`config.mk`:
```
export PLATFORM = sky130hd
export DESIGN_NAME = uart_rx_block_packer_flat
export DESIGN_NICKNAME = d
export VERILOG_FILES = /design/src/rtl/uart_rx_block_packer_if.sv /design/src/rtl/uart_rx_block_packer.sv /design/src/flat_wrapper.sv
export SDC_FILE = /design/constraint.sdc
export NUM_CORES = 1
export LEC_CHECK = 0
export ABC_AREA = 1
export CAP_MARGIN = 20
export CORE_MARGIN = 5
export CORE_UTILIZATION = 45
export CTS_CLUSTER_SIZE = 28
export DETAILED_ROUTE_END_ITERATION = 12
export GPL_ROUTABILITY_DRIVEN = 1
export GPL_TIMING_DRIVEN = 0
export PLACE_DENSITY = 0.71
export SYNTH_ARGS = -nofsm -noshare
export SYNTH_HDL_FRONTEND = slang
export SYNTH_SLANG_ARGS = --single-unit
```
`constraint.sdc`:
```
create_clock -name Clk -period 3.1 [get_ports Clk]
set_clock_uncertainty 0.2 [all_clocks]
set_input_delay 0.31 -clock Clk [delete_from_list [all_inputs] [get_ports Clk]]
set_output_delay 0.31 -clock Clk [all_outputs]
set_load 0.01 [all_outputs]
```
`src/rtl/uart_rx_block_packer_if.sv`:
```
// Stream bundle between the UART receiver, the block packer and the AES core.
// The slave modport is the packer's view; master is the surrounding environment.
interface uart_rx_block_packer_if;
  logic [7:0]   s_axis_tdata;
  logic         s_axis_tvalid;
  logic         s_axis_tready;
  logic [127:0] m_blk_tdata;
  logic [15:0]  m_blk_tkeep;
  logic         m_blk_tvalid;
  logic         m_blk_tready;

  modport slave (
    input  s_axis_tdata, s_axis_tvalid, m_blk_tready,
    output s_axis_tready, m_blk_tdata, m_blk_tkeep, m_blk_tvalid
  );

  modport master (
    output s_axis_tdata, s_axis_tvalid, m_blk_tready,
    input  s_axis_tready, m_blk_tdata, m_blk_tkeep, m_blk_tvalid
  );
endinterface

```
`src/rtl/uart_rx_block_packer.sv`:
```
// Packs UART bytes into 128-bit AES blocks, padding and flushing a partial block on rx_idle.
// The output block sits in its own register so byte arrival is decoupled from the AES handshake.
module uart_rx_block_packer #(
  parameter int PAD_MODE = 0
) (
  input  logic Clk,
  input  logic Rst,
  input  logic En,
  input  logic rx_idle,
  output logic pad_flush,
  uart_rx_block_packer_if.slave bus
);

  typedef enum logic [1:0] {S_FILL, S_PAD, S_LOAD} state_t;

  state_t       state_q, state_d;
  logic [127:0] acc_q, acc_d, out_reg_q, out_reg_d;
  logic [15:0]  keep_acc_q, keep_acc_d, out_keep_q, out_keep_d;
  logic [4:0]   byte_cnt_q, byte_cnt_d;
  logic         out_valid_q, out_valid_d;
  logic         flush_q, flush_d;
  logic         pad_flush_q, pad_flush_d;

  logic         clr, accept, out_free, s_ready, do_pad, do_load;
  logic [4:0]   cnt_post;
  logic [3:0]   lane;
  logic [7:0]   pad_byte;

  assign clr      = Rst || !En;
  assign out_free = !out_valid_q || bus.m_blk_tready;
  assign accept   = bus.s_axis_tvalid && s_ready;
  assign cnt_post = byte_cnt_q + {4'd0, accept};
  assign lane     = 4'd15 - byte_cnt_q[3:0];
  assign pad_byte = (PAD_MODE == 1) ? {3'd0, 5'd16 - byte_cnt_q} : 8'h00;

  always_ff @(posedge Clk) begin
    if (clr) state_q <= S_FILL;
    else     state_q <= state_d;
  end

  // A byte accepted alongside rx_idle is counted before deciding between load and pad.
  always_comb begin
    state_d = state_q;
    unique case (state_q)
      S_FILL: begin
        if (cnt_post == 5'd16)                state_d = S_LOAD;
        else if (rx_idle && cnt_post != 5'd0) state_d = S_PAD;
      end
      S_PAD:  state_d = S_LOAD;
      S_LOAD: if (out_free) state_d = S_FILL;
      default: state_d = S_FILL;
    endcase
  end

  always_comb begin
    s_ready = 1'b0;
    do_pad  = 1'b0;
    do_load = 1'b0;
    unique case (state_q)
      S_FILL:  s_ready = (byte_cnt_q < 5'd16);
      S_PAD:   do_pad  = 1'b1;
      S_LOAD:  do_load = out_free;
      default: ;
    endcase
  end

  always_comb begin
    acc_d       = acc_q;
    keep_acc_d  = keep_acc_q;
    byte_cnt_d  = byte_cnt_q;
    flush_d     = flush_q;
    out_reg_d   = out_reg_q;
    out_keep_d  = out_keep_q;
    out_valid_d = out_valid_q && !bus.m_blk_tready;
    pad_flush_d = 1'b0;
    if (accept) begin
      acc_d[{lane, 3'b000} +: 8] = bus.s_axis_tdata;
      keep_acc_d[lane]           = 1'b1;
      byte_cnt_d                 = cnt_post;
    end
    if (do_pad) begin
      for (int i = 0; i < 16; i++) begin
        if (!keep_acc_q[i]) acc_d[8*i +: 8] = pad_byte;
      end
      flush_d = 1'b1;
    end
    if (do_load) begin
      out_reg_d   = acc_q;
      out_keep_d  = keep_acc_q;
      out_valid_d = 1'b1;
      pad_flush_d = flush_q;
      acc_d       = '0;
      keep_acc_d  = '0;
      byte_cnt_d  = '0;
      flush_d     = 1'b0;
    end
  end

  always_ff @(posedge Clk) begin
    if (clr) begin
      acc_q       <= '0;
      keep_acc_q  <= '0;
      byte_cnt_q  <= '0;
      flush_q     <= 1'b0;
      out_reg_q   <= '0;
      out_keep_q  <= '0;
      out_valid_q <= 1'b0;
      pad_flush_q <= 1'b0;
    end else begin
      acc_q       <= acc_d;
      keep_acc_q  <= keep_acc_d;
      byte_cnt_q  <= byte_cnt_d;
      flush_q     <= flush_d;
      out_reg_q   <= out_reg_d;
      out_keep_q  <= out_keep_d;
      out_valid_q <= out_valid_d;
      pad_flush_q <= pad_flush_d;
    end
  end

  assign bus.s_axis_tready = s_ready;
  assign bus.m_blk_tdata   = out_reg_q;
  assign bus.m_blk_tkeep   = out_keep_q;
  assign bus.m_blk_tvalid  = out_valid_q;
  assign pad_flush         = pad_flush_q;

endmodule
```
`src/flat_wrapper.sv`:
```
// flat-port wrapper written by rule: the top's interface ports become plain ports
module uart_rx_block_packer_flat 
#(
  parameter int PAD_MODE = 0
)
  (Clk, Rst, En, rx_idle, pad_flush, bus_s_axis_tdata, bus_s_axis_tvalid, bus_m_blk_tready, bus_s_axis_tready, bus_m_blk_tdata, bus_m_blk_tkeep, bus_m_blk_tvalid);
  uart_rx_block_packer_if bus_i ();
  input  logic Clk;
  input  logic Rst;
  input  logic En;
  input  logic rx_idle;
  output logic pad_flush;
  input wire logic [$bits(bus_i.s_axis_tdata)-1:0] bus_s_axis_tdata;
  input wire logic [$bits(bus_i.s_axis_tvalid)-1:0] bus_s_axis_tvalid;
  input wire logic [$bits(bus_i.m_blk_tready)-1:0] bus_m_blk_tready;
  output wire logic [$bits(bus_i.s_axis_tready)-1:0] bus_s_axis_tready;
  output wire logic [$bits(bus_i.m_blk_tdata)-1:0] bus_m_blk_tdata;
  output wire logic [$bits(bus_i.m_blk_tkeep)-1:0] bus_m_blk_tkeep;
  output wire logic [$bits(bus_i.m_blk_tvalid)-1:0] bus_m_blk_tvalid;
  assign bus_i.s_axis_tdata = bus_s_axis_tdata;
  assign bus_i.s_axis_tvalid = bus_s_axis_tvalid;
  assign bus_i.m_blk_tready = bus_m_blk_tready;
  assign bus_s_axis_tready = bus_i.s_axis_tready;
  assign bus_m_blk_tdata = bus_i.m_blk_tdata;
  assign bus_m_blk_tkeep = bus_i.m_blk_tkeep;
  assign bus_m_blk_tvalid = bus_i.m_blk_tvalid;
  uart_rx_block_packer #(.PAD_MODE(PAD_MODE)) u_core (.Clk(Clk), .Rst(Rst), .En(En), .rx_idle(rx_idle), .pad_flush(pad_flush), .bus(bus_i));
endmodule
```
==> flow_summary.ini <==
[status]
status = finished clean

[logic_synthesis]
yosys_warnings = 0
synth_top_area_frac = 0.5209
synth_area_leader_cell = dfxtp_1
synth_fa_ha_area_frac = 0.008739
avgSynthCellArea_um2 = 7.481
yosys.area_share.simple = 0.3130
synth_cell_types = 32
synthXorXnorAreaFrac = 0
synth_area_um2 = 11450
synth_area_leaders = dfxtp_1 (52%), nand2_1 (13%), nor2_1 (7.8%)
synth_top_family_by_area = simple AND/OR/NAND/NOR gates
synth_nets = 1553
syn-instance-count = 1531
ys_seq_elements = 298
synthMuxAreaShare = 0
synth_compound_area_frac = 0.08324
ys_seq_area_frac = 0.5209

[place]
numPortBuffers = 160
placed_area_um2 = 13470
place.gp.congestion = 0.9360
dp_hpwl_um = 24900
place_worst_setup_slack_ns = -0.1813
placed_cells = 2021

[critical_path]
worstPathCellList = inv_1, buf_2, ha_1, buf_2, inv_1, nand2_4, nor2_4, nand3_4, buf_6, o21ai_1, nor2_1
cp.arrival_ns = 3.12
slowest_delay_ns = 0.46
criticalPathCategory = register to register
crit_family = buffers and inverters
cp-end-kind = register
worstPathRequired_ns = 3.33
critPathMaxFanout = 13
crit_slowest_cell = dfxtp_2
start_kind = register
crit_buf_inv = 5

[clock_tree]
clkTransAtPathRegs_ns = 0.07
htreeDepth = 1
cts_root_buf = clkbuf_16
cts-hold-fix-buffers = 0
clockBufferDepth = 3
clock_sinks = 298
insertion_delay_ns = 0.55
cts_inserted_buffers = 30
cts_tree = yes

[timing]
clock.fmax_mhz = 346.6
finalWorstPathRequiredPeriod_ns = 2.885
max-slew-margin-rel = 0.3901
hold_viol = 0
fin_ws_ns = 0.2146
holdWs_ns = 0.2441
worst_pin_slew_ns = 0.9148
rsz0062_at_grt = false
setup_viol = 0
post-route-period-util = 0.9308
drv_slew = 0

[finish]
nets = 1745
drive_gt1_frac = 0.07732
n_antenna_cell = 0
instances_no_fill = 2076
areaGrowthSynthToFinish_pct = 26.21
layout_common_cells = nand2_1 (391), dfxtp_1 (297), nor2_1 (238)
nFillCells = 2440
final_common_cell = nand2_1
stdcell_area_um2 = 14460

[job]
drv_cap = 0

[detailed_routing]
postRouteAntennaNets = 0
drtIter0Drc = 754
dr_total_vias = 10240
vias_per_cell = 4.931
first_pass_iters = 4
wl_per_cell_um = 16.07
drc = 0
wirelength_um = 33350

[pwr]
leakage_nw = 5.787
total_power_mw = 7.920
ir_drop_mv = 0.3818
powerDensity_nw_per_um2 = 547.9

[global_routing]
grt_max_degree = 15
grt_pass1_wl_um = 53300
track_usage = 0.2287
grt_pass1_vias = 9878
grt_antenna_before_repair = 0
grt_overflow = 0

[floorplanning]
die-area_um2 = 28740
die_y_um = 169.5
die_w_um = 169.5
io-pin-count = 161
row_count = 58
start_util = 0.4561
core_um2 = 25110

[hold_path]
hp-class = register to register
-- Yosys cell counts (all sizes together) --
| cell type | count |
|---|---|
| nand2 | 402 |
| buf | 35 |
| dfxtp | 298 |
| clkinv | 2 |
| inv | 138 |
| nor4 | 2 |
| ha | 8 |
| a31oi | 1 |
| nand4 | 5 |
| o21ai | 128 |
| clkbuf | 29 |
| nand3b | 1 |
| nand3 | 157 |
| nor3 | 9 |
| nor2 | 256 |
| a21oi | 59 |
| a21boi | 1 |
-- registers in the layout (all words and copies together), names as in the netlist --
register,count
u_core.acc_q,128
u_core.bus.m_blk_tdata,128
u_core.bus.m_blk_tkeep,16
u_core.bus.m_blk_tvalid,1
u_core.byte_cnt_q,5
u_core.flush_q,1
u_core.keep_acc_q,16
u_core.pad_flush,1
u_core.state_q,2
-- per-stage QoR --
| step | setup TNS, ns | utilization |
|---|---|---|
| after global routing | 0 | 0.5757 |
| after floorplan | 0 | - |
| after CTS | 0 | 0.5756 |
| after global placement | -1.776 | 0.5364 |
| final | 0 | 0.5757 |
| after detailed placement | -1.602 | 0.5364 |
-- metal layers --
metal  vias to the layer above  share of wire  GRT usage
met4                         0          0.029    0.06615
li1                       5213              -          -
met2                       277           0.46     0.3839
met1                      4687           0.45     0.3076
met3                        59          0.058    0.03471
met5                         -              0          0
-- power breakdown --
part,switching (mW),total [mW],internal (mW)
registers,0.00970,3.85,3.84
logic,0.356,0.477,0.121
clock network,1.49,3.59,2.10
total,1.86,7.92,6.06
-- final cells by class --
class	count	area, µm²	share of cell area
buffer	64	320.3	0.02216
sequential	298	5967	0.4128
clock buffer	47	915.9	0.06336
tap	330	412.9	0.02856
timing repair buffer	160	1602	0.1108
clock inverter	8	70.07	0.004847
inverter	140	529.3	0.03661
multi-input combinational	1029	4638	0.3209
-- cell families (layout without fill, tap and decap cells) --
family / after synthesis / count (layout)
buffers and inverters: 204 / 419
DFF: 298 / 298
AOI/OAI and AO/OA: 189 / 189
adders and majority gates: 8 / 8
and+or+nand+nor: 832 / 832
-- worst register-to-register path, delay by kind of cell (launching register included) --
family	cells	cell delay, ns
buf+inv	5	0.97
simple gates	4	0.66
flops	1	0.46
fa+ha+maj	1	0.32
compound gates	1	0.16
-- worst paths after layout --
kind,from,end,slack [ns],cells past startpoint
max,u_core.byte_cnt_q[0]$_SDFFE_PP0N_,u_core.acc_q[96]$_SDFF_PP0_,0.21,11
min,u_core.bus.m_blk_tdata[0]$_SDFFE_PP0P_,u_core.bus.m_blk_tdata[0]$_SDFFE_PP0P_,0.24,2
max reg2reg,u_core.byte_cnt_q[0]$_SDFFE_PP0N_,u_core.acc_q[96]$_SDFF_PP0_,0.21,11
min reg2reg,u_core.bus.m_blk_tdata[0]$_SDFFE_PP0P_,u_core.bus.m_blk_tdata[0]$_SDFFE_PP0P_,0.24,2
-- timing repair --
item	4_1_cts	5_1_grt
setup buffers	0	0
endpoints found under the hold margin	0	0
setup endpoints to repair	0	27
resized for setup	0	1
Note: power is estimated with default switching activity, not from simulation.
==> patch, RTL diff (config.mk and constraints unchanged) <==
`PAD_MODE` is set to 0 in 2 places; all go to 1.
--- a/src/rtl/uart_rx_block_packer.sv
+++ b/src/rtl/uart_rx_block_packer.sv
@@ -1,7 +1,7 @@
 // Packs UART bytes into 128-bit AES blocks, padding and flushing a partial block on rx_idle.
 // The output block sits in its own register so byte arrival is decoupled from the AES handshake.
 module uart_rx_block_packer #(
-  parameter int PAD_MODE = 0
+  parameter int PAD_MODE = 1
 ) (
   input  logic Clk,
   input  logic Rst,
--- a/src/flat_wrapper.sv
+++ b/src/flat_wrapper.sv
@@ -1,7 +1,7 @@
 // flat-port wrapper written by rule: the top's interface ports become plain ports
 module uart_rx_block_packer_flat 
 #(
-  parameter int PAD_MODE = 0
+  parameter int PAD_MODE = 1
 )
   (Clk, Rst, En, rx_idle, pad_flush, bus_s_axis_tdata, bus_s_axis_tvalid, bus_m_blk_tready, bus_s_axis_tready, bus_m_blk_tdata, bus_m_blk_tkeep, bus_m_blk_tvalid);
   uart_rx_block_packer_if bus_i ();
Behaviour: not the same (a bounded check fails within 4 cycles, from zero or initial values).
==> patch against the original RTL <==
  * Sequential share of layout area shrank 2.6 points
  * Routed wire length grew 18%
  * Hold slack lost 62 ps
  * Maximum frequency shrank 3.7%
  * Design area grew 6.7%
  * Synthesized area grew 7.0%
  * Power grew 6.5%
  * Final cell count grew 10%
  * Sequential cell count is the same
  * Utilization shrank 0.20 points
  * Worst setup slack lost 110 ps
  * Largest power group is now the clock network
==> patch: results (changes against the original RTL) <==
outcome: "finished clean"
grtUsageMet3: 0.0452  # +0.0105
synthMuxAreaShare: 0  # unchanged
tightestPinTransition_ps: 945  # +30.7 ps
numCtsBuffers: 31  # +3.3%
grt_max_degree: 22  # +7
synth_fp_nets: 1760  # +13%
path_clk_slew_ps: 60
grt_pass1_vias: 11400  # +15%
grtUsageMet2: 0.399  # +0.0150
diodes: 0  # unchanged
wl_um: 39400  # +18%
stdcell_count: 2292  # +10%
final_layout_size_suffix_gt1_frac: 0.0682  # -0.00915
first_iter_violations: 1191  # +58%
place_hpwl_um: 28900  # +16%
antenna_found_initial: 0  # unchanged
yosys.area_share.adder: 0.00817  # -0.000569
htreeDepth: 1  # unchanged
place_congestion: 0.962  # +2.8%
synth-seq-area-share: 0.487  # -0.0339
synth_area_leaders: "dfxtp_1, nand2_1, nand3_1"
dp_cells: 2234  # +11%
cts_resized: 6  # +6
met2_length_um: 17300  # +12%
drc: 0  # unchanged
ir_worst_vdd_uv: 354  # -7.2%
nNetsFinal: 1950  # +12%
m1WireLength_um: 17100  # +13%
syn_inst: 1738  # +14%
met3WireLength_um: 3390  # +76%
clockRootBuffer: "clkbuf_16"
post_cts_buffers: 4  # +4
met1_usage: 0.335  # +0.0275
switchingPower_mw: 2.07  # +12%
clk-insertion-delay-late_ps: 570  # +20 ps
hold_class: "input pin to flip-flop"
p_leak_nw: 7.18  # +24%
ys_top_cells_by_count: "nand2_1, dfxtp_1, nand3_1"
grt_pass1_wl_um: 61600  # +16%
clockBufferDepth: 3  # unchanged
place_ws_ps: -646  # -465 ps
place_area_sq_um: 14300  # +6.0%
cp_max_fo: 11  # -2
portBuffers: 155  # -3.1%
synth_cell_types: 31  # -3.1%
synth-xor-area-share: 0.00286  # +0.00286
grt_usage: 0.249  # +0.0206
vias_per_cell: 5.23  # +6.2%
ys_warn_count: 0  # unchanged
synth-compound-area-share: 0.0906  # +0.00735
nFillCells: 2612  # +7.0%
drtPass1Iterations: 6  # +2
async_flop_share: 0  # unchanged
dr.max_layer_used: "met4"
## patch: changes by cell type in the layout (fill, tap and decap cells not counted), sizes merged, moves of 3 or more
cell / before / now
nor2: 256 / 196
clkinv: 7 / 12
nand3: 157 / 245
bufinv: 1 / 5
a21oi: 59 / 95
clkdlybuf4s50: 160 / 154
inv: 138 / 183
clkbuf: 76 / 88
xnor2: 0 / 3
o21ai: 128 / 121
nand2: 402 / 484
buf: 35 / 38
## patch: power groups by stage
stage | sequential, mW | combinational (mW) | clock (mW)
6_report | 3.88 | 0.638 | 3.91
5_1_grt | 3.88 | 0.689 | 4.09
4_1_cts | 3.88 | 0.609 | 3.93
3_5_place_dp | 3.97 | 0.604 | 0
3_3_place_gp | 3.97 | 0.597 | 0
2_1_floorplan | 3.96 | 0.389 | 0
## patch: path summary, 6_finish.rpt
kind                              start                          to  slack, ps  cells after the start
max                u_core.byte_cnt_q[0]            u_core.acc_q[73]        100                     10
min                             rx_idle           u_core.state_q[0]        180                      5
max reg2reg        u_core.byte_cnt_q[0]            u_core.acc_q[73]        100                     10
min reg2reg  u_core.bus.m_blk_tdata[29]  u_core.bus.m_blk_tdata[29]        240                      2
## patch: critical path, cell delays in order (launching register included)
cell and delay, ps:
dfxtp_4 370, buf_8 110, clkinv_4 90, buf_12 170
ha_4 240, inv_1 190, clkbuf_1 530, clkbuf_1 670
a21oi_1 180, nand2_1 110, inv_1 40
## patch: layout make-up
type / count / area [sq um] / share of cell area
flip-flops and latches: 298 / 5970 / 0.387
multi-input cells: 1171 / 5260 / 0.341
plain buffers: 82 / 388 / 0.0252
inverters: 184 / 706 / 0.0458
repair buffers: 160 / 1610 / 0.104
clock inverters: 17 / 223 / 0.0144
well taps: 341 / 427 / 0.0277
clock buffers: 39 / 846 / 0.0549
